--- config.mk ---
export PLATFORM = sky130hd
export DESIGN_NAME = hs_source
export DESIGN_NICKNAME = d
export VERILOG_FILES = /design/src/rtl/hs_source.sv
export SDC_FILE = /design/constraint.sdc
export NUM_CORES = 1
export LEC_CHECK = 0
export CAP_MARGIN = 40
export CORE_MARGIN = 1.5
export CORE_UTILIZATION = 55
export CTS_BUF_LIST = sky130_fd_sc_hd__clkbuf_4
export DETAILED_ROUTE_END_ITERATION = 7
export GPL_TIMING_DRIVEN = 0
export PLACE_DENSITY = 0.88
export SYNTH_ARGS = -nofsm -noshare
export SYNTH_HDL_FRONTEND = slang
export SYNTH_SLANG_ARGS = --single-unit
--- constraint.sdc ---
create_clock -name clk -period 6.4 [get_ports clk]
set_input_delay 1.92 -clock clk [delete_from_list [all_inputs] [get_ports clk]]
set_output_delay 1.92 -clock clk [all_outputs]
set_load 0.03 [all_outputs]
--- src/rtl/hs_source.sv ---
// Valid/ready burst transmitter: emits len_i incrementing words from seed_i with a gap between words.
// Optional backpressure counter is built when HS_SRC_STALL_CNT_EN is defined.
module hs_source #(
  parameter int DW   = 4,
  parameter int LENW = 8,
  parameter int GAPW = 4
) (
  input  logic            clk,
  input  logic            rstn,
  input  logic            start_i,
  input  logic [LENW-1:0] len_i,
  input  logic [DW-1:0]   seed_i,
  input  logic [GAPW-1:0] gap_i,
  output logic            valid_o,
  output logic [DW-1:0]   data_o,
  input  logic            ready_i,
  output logic            busy_o,
  output logic            done_o,
  output logic [LENW-1:0] sent_o,
  output logic [15:0]     stall_cnt_o
);

  typedef enum logic [1:0] {IDLE, SEND, GAP, DONE} state_t;

  state_t          state;
  logic [LENW-1:0] len_q;
  logic [GAPW-1:0] gap_q;
  logic [GAPW-1:0] gap_cnt;
  logic [LENW-1:0] sent_next;

  assign sent_next = sent_o + 1'b1;

  // Every output is a flop so nothing downstream sees a path from ready_i.
  always_ff @(posedge clk or negedge rstn) begin
    if (!rstn) begin
      state   <= IDLE;
      len_q   <= '0;
      gap_q   <= '0;
      gap_cnt <= '0;
      valid_o <= 1'b0;
      data_o  <= '0;
      busy_o  <= 1'b0;
      done_o  <= 1'b0;
      sent_o  <= '0;
    end else begin
      case (state)
        IDLE: begin
          done_o <= 1'b0;
          if (start_i) begin
            len_q  <= len_i;
            gap_q  <= gap_i;
            sent_o <= '0;
            busy_o <= 1'b1;
            if (len_i == '0) begin
              state  <= DONE;
              done_o <= 1'b1;
            end else begin
              state   <= SEND;
              valid_o <= 1'b1;
              data_o  <= seed_i;
            end
          end
        end
        SEND: begin
          if (ready_i) begin
            sent_o <= sent_next;
            if (sent_next == len_q) begin
              state   <= DONE;
              valid_o <= 1'b0;
              done_o  <= 1'b1;
            end else begin
              data_o <= data_o + 1'b1;
              if (gap_q != '0) begin
                state   <= GAP;
                valid_o <= 1'b0;
                gap_cnt <= gap_q;
              end
            end
          end
        end
        // gap_cnt starts at the gap length, so the last idle cycle is at count 1.
        GAP: begin
          if (gap_cnt == GAPW'(1)) begin
            state   <= SEND;
            valid_o <= 1'b1;
          end else begin
            gap_cnt <= gap_cnt - 1'b1;
          end
        end
        DONE: begin
          done_o <= 1'b0;
          busy_o <= 1'b0;
          state  <= IDLE;
        end
        default: state <= IDLE;
      endcase
    end
  end

`ifdef HS_SRC_STALL_CNT_EN
  logic [15:0] stall_q;

  // Counts cycles the current word is offered but refused; sticks at all-ones.
  always_ff @(posedge clk or negedge rstn) begin
    if (!rstn) begin
      stall_q <= '0;
    end else if (state == IDLE && start_i) begin
      stall_q <= '0;
    end else if (state == SEND && !ready_i && stall_q != 16'hFFFF) begin
      stall_q <= stall_q + 1'b1;
    end
  end

  assign stall_cnt_o = stall_q;
`else
  assign stall_cnt_o = 16'h0000;
`endif

endmodule

**Word-level counts from Yosys, hierarchy flattened**

Cells that the tools add are included.

- Reductions and logical operators: 16
- $add $sub $neg: 3
- Multiplexer cells: 34
- Eq/ne operators: 14

Operators by type and width:

| operator | number |
|---|---|
| $mux W4 | 8 |
| $mux W8 | 2 |
| $ne A2 B2 Y1 const B | 8 |
| $pmux W4 S2 | 2 |
| $pmux W8 S2 | 1 |
| $mux W2 | 6 |
| $mux W1 | 11 |
| $reduce_and A5 Y1 | 2 |
| $add A8 B1 Y8 const B | 1 |
| $eq A8 B8 Y1 | 1 |
| $logic_not A8 Y1 | 1 |
| $pmux W2 S4 | 1 |
| $pmux W1 S3 | 2 |
| $reduce_and A3 Y1 | 2 |
| $reduce_and A6 Y1 | 1 |
| $reduce_bool A2 Y1 | 3 |
| $reduce_bool A3 Y1 | 2 |
| $add A4 B1 Y4 const B | 1 |
| $eq A2 B2 Y1 const B | 2 |
| $eq A4 B1 Y1 const B | 1 |
| $reduce_and A2 Y1 | 2 |
| $reduce_and A4 Y1 | 1 |
| $reduce_bool A4 Y1 | 1 |
| $sub A4 B1 Y4 const B | 1 |
| 4 further kinds | 4 |

- Word-level logic and storage cells: 76
- Register bits: 33
- Input bits: 20

**Logic depth before layout (Yosys ltp)**

- Depth in word-level cells: 5
- Mapped depth: 9

**Worst setup path after synthesis**

No wires, ideal clock.

- Kind: input -> register
- Start point: input port ready_i
- End point: register data_o[2]
- Data required time: 6.331 ns
- Setup slack: 3.248 ns
- Library setup time: 0.069 ns
- Data arrival time: 3.084 ns
- Stages on the path: 5
- Buffers on the path: 0
- Path through: nor2b_1 > nor3_1 > nand2_1 > or4_1 > nand3_1

- Longest elaborated chain between the ends: 2

RTL lines:

| element | line | source |
|---|---|---|
| start, declared | 16 | `input logic ready_i,` |
| $ne A2 B2 Y1 (no line) | - |  |
| $reduce_and A5 Y1 (no line) | - |  |
| end signal, assigned | 60 | `data_o <= seed_i;` |
| end signal, assigned | 72 | `data_o <= data_o + 1'b1;` |
| end, declared | 15 | `output logic [DW-1:0] data_o,` |

No other way between the ends.
A chain may end at the register's enable or synchronous reset.

**Worst setup path in the final report**

Same ends and word-level chain as after synthesis.

==> results.json <==
{
  "max_freq_ghz": 0.268,
  "fin_cells": 323,
  "fin_crit_ns": 3.73,
  "cts_buffers": 5,
  "seq_power_share": 0.334,
  "powerDensity_nw_per_um2": 442,
  "critPathMaxFanout": 7,
  "fin_util": 0.710,
  "p_leak_nw": 1.15,
  "grt_max_degree": 34,
  "final_cell_mix": "dfrtp_1, clkdlybuf4s50_1, o21ai_0",
  "routed_via_density": 5.46,
  "drtIter0Drc": 98,
  "first_pass_iters": 4,
  "antenna_found_initial": 0,
  "status": "finished clean",
  "combinationalPowerShare": 0.560,
  "die_x_um": 64.6,
  "insertion_delay_ns": 0.34,
  "p_sw_frac": 0.445,
  "ys_ff_latch": 33,
  "routed_wl_um": 4390,
  "die_area_um2": 4180,
  "ys_types": 46,
  "slew_viol_final": 0,
  "relSlewSlack": 0.516,
  "setup.worst_path.class": "input pin to register",
  "pwr-share-clk": 0.106,
  "arrival_ns": 4.00,
  "dp_cells": 315,
  "route.detailed.drc": 0,
  "clkSinkCount": 33,
  "synthFlopType": "dfrtp_1",
  "io_pins": 51,
  "ys_warn_count": 0,
  "synth_area_per_cell_um2": 9.58,
  "period_share": 0.583,
  "ctsResizeCount": 0,
  "hold_buffers": 0,
  "layout-drive-gt1-share": 0.156,
  "worst_slew_pin_slew_ns": 0.726,
  "track_usage": 0.231,
  "num_vias": 1765,
  "ant_nets": 0,
  "irDropWorstVdd_mv": 0.295,
  "max_cap_violations": 0,
  "synth_edf_count": 0,
  "place_congestion": 0.860,
  "finalSetupViolCount": 0,
  "hold_class": "register to register",
  "syn_to_final_growth_pct": 24.5,
  "port_buffers": 34,
  "cts_max_level": 2,
  "hold_viol": 0,
  "start_kind": "input pin",
  "start_util": 0.570,
  "rsz0062_at_grt": "false",
  "p_switching_mw": 0.512,
  "cts_tree": "built",
  "diodes": 0,
  "p_int_mw": 0.637,
  "fillers": 290,
  "grt_pass1_vias": 1646,
  "finalSetupTns_ns": 0,
  "netlist_instances": 218,
  "overflow": 0,
  "post_cts_buffers": 0,
  "yosysSeqAreaShare": 0.395,
  "die_y_um": 64.6,
  "synthArstFlopShare": 1.00,
  "endpoint_kind": "register",
  "coreArea_um2": 3660,
  "dp_hpwl_um": 3300,
  "worst_ep_required_time_ns": 6.67,
  "finalClockSkew_ns": 0.0103,
  "final-seq-area_um2": 826,
  "synthesis.area_um2": 2090,
  "cts_buffer_depth": 2,
  "cts-root-buf": "clkbuf_4",
  "clk_pin_slew_worst_paths_ns": 0.10,
  "grt_pass1_wl_um": 7440,
  "multiInputGateArea_um2": 1120,
  "wl_per_cell_um": 13.6,
  "rows": 22,
  "final_nets": 303
}
## critical path: stages
cell	delay, ns
clkdlybuf4s50_1	0.54
nor2b_1	0.10
nor3_1	0.60
nand2_1	0.24
or4_1	0.51
nand3_1	0.09
## cell families after synthesis
| group | share of synthesized area |
|---|---|
| XOR/XNOR | 0.0503 |
| buffers and inverters | 0.0941 |
| flip-flops | 0.395 |
| multiplexers | 0.101 |
| AND/OR/NAND/NOR | 0.146 |
| AO/OA/AOI/OAI | 0.157 |
| adder cells (fa/ha/maj) | 0.0539 |
| other | 0.00180 |
## sequential cells by signal (all words and copies together), names as in the netlist
signal   count
len_q        8
sent_o       8
data_o       4
gap_cnt      4
gap_q        4
state        2
busy_o       1
done_o       1
valid_o      1
## routing by layer
layer / vias to the layer above / GRT usage / share of wire
li1: 861 / - / -
met3: 7 / 0.0556 / 0.063
met2: 69 / 0.358 / 0.47
met1: 828 / 0.308 / 0.45
met5: - / 0 / 0
met4: 0 / 0.101 / 0.019
## path summary, 6_finish.rpt
path	depth (start not counted)	startpoint	slack, ns	endpoint
min reg2reg	1	done_o	0.52	done_o
min	1	done_o	0.52	done_o
max	6	ready_i	2.67	data_o[2]
min in group asynchronous	1	rstn	1.63	gap_cnt[1]
max reg2reg	8	state[0]	3.69	data_o[2]
max in group asynchronous	1	rstn	4.31	gap_cnt[3]
## area by class of cell
class	instances	share of cell area
clock inverter	1	0.00289
clock buffer	7	0.0202
buffer	23	0.0582
timing repair buffer	34	0.129
tap	48	0.0231
sequential	33	0.318
multi-input combinational	165	0.432
inverter	12	0.0173
## synth_stat cells (all sizes together) (3+ instances only)
cell / n / share of area
o22ai: 3 / 0.0090
clkbuf: 5 / 0.0090
ha: 9 / 0.054
a21oi: 5 / 0.012
mux2i: 5 / 0.024
dfrtp: 33 / 0.40
nand2: 16 / 0.029
nand4: 3 / 0.012
inv: 12 / 0.022
xnor2: 7 / 0.029
mux2: 14 / 0.077
a22o: 3 / 0.013
o21ai: 22 / 0.053
nor4: 5 / 0.015
xor2: 5 / 0.021
nor2: 9 / 0.016
o31ai: 3 / 0.011
a2bb2oi: 3 / 0.013
nor2b: 4 / 0.012
buf: 18 / 0.064
nand3: 10 / 0.024
## through the flow
| stage | setup slack (ns) | cell area (µm²) | hold WS, ns | total power [mW] |
|---|---|---|---|---|
| after floorplan | 3.25 | 2140 | 0.497 | 0.844 |
| after global placement | 2.40 | 2540 | 0.500 | 0.989 |
| after detailed placement | 2.38 | 2540 | 0.494 | 1.02 |
| after CTS | 2.73 | 2600 | 0.524 | 1.15 |
| after global routing | 2.46 | 2600 | 0.545 | 1.24 |
| final | 2.67 | 2600 | 0.525 | 1.15 |
## power by group through the flow
stage | sequential (mW) | combinational (mW) | clock [mW]
2_1_floorplan | 0.418 | 0.426 | 0
3_3_place_gp | 0.380 | 0.609 | 0
3_5_place_dp | 0.386 | 0.637 | 0
4_1_cts | 0.381 | 0.640 | 0.126
5_1_grt | 0.396 | 0.706 | 0.137
6_report | 0.384 | 0.644 | 0.121
No activity file was read; power rests on OpenSTA's default activity.
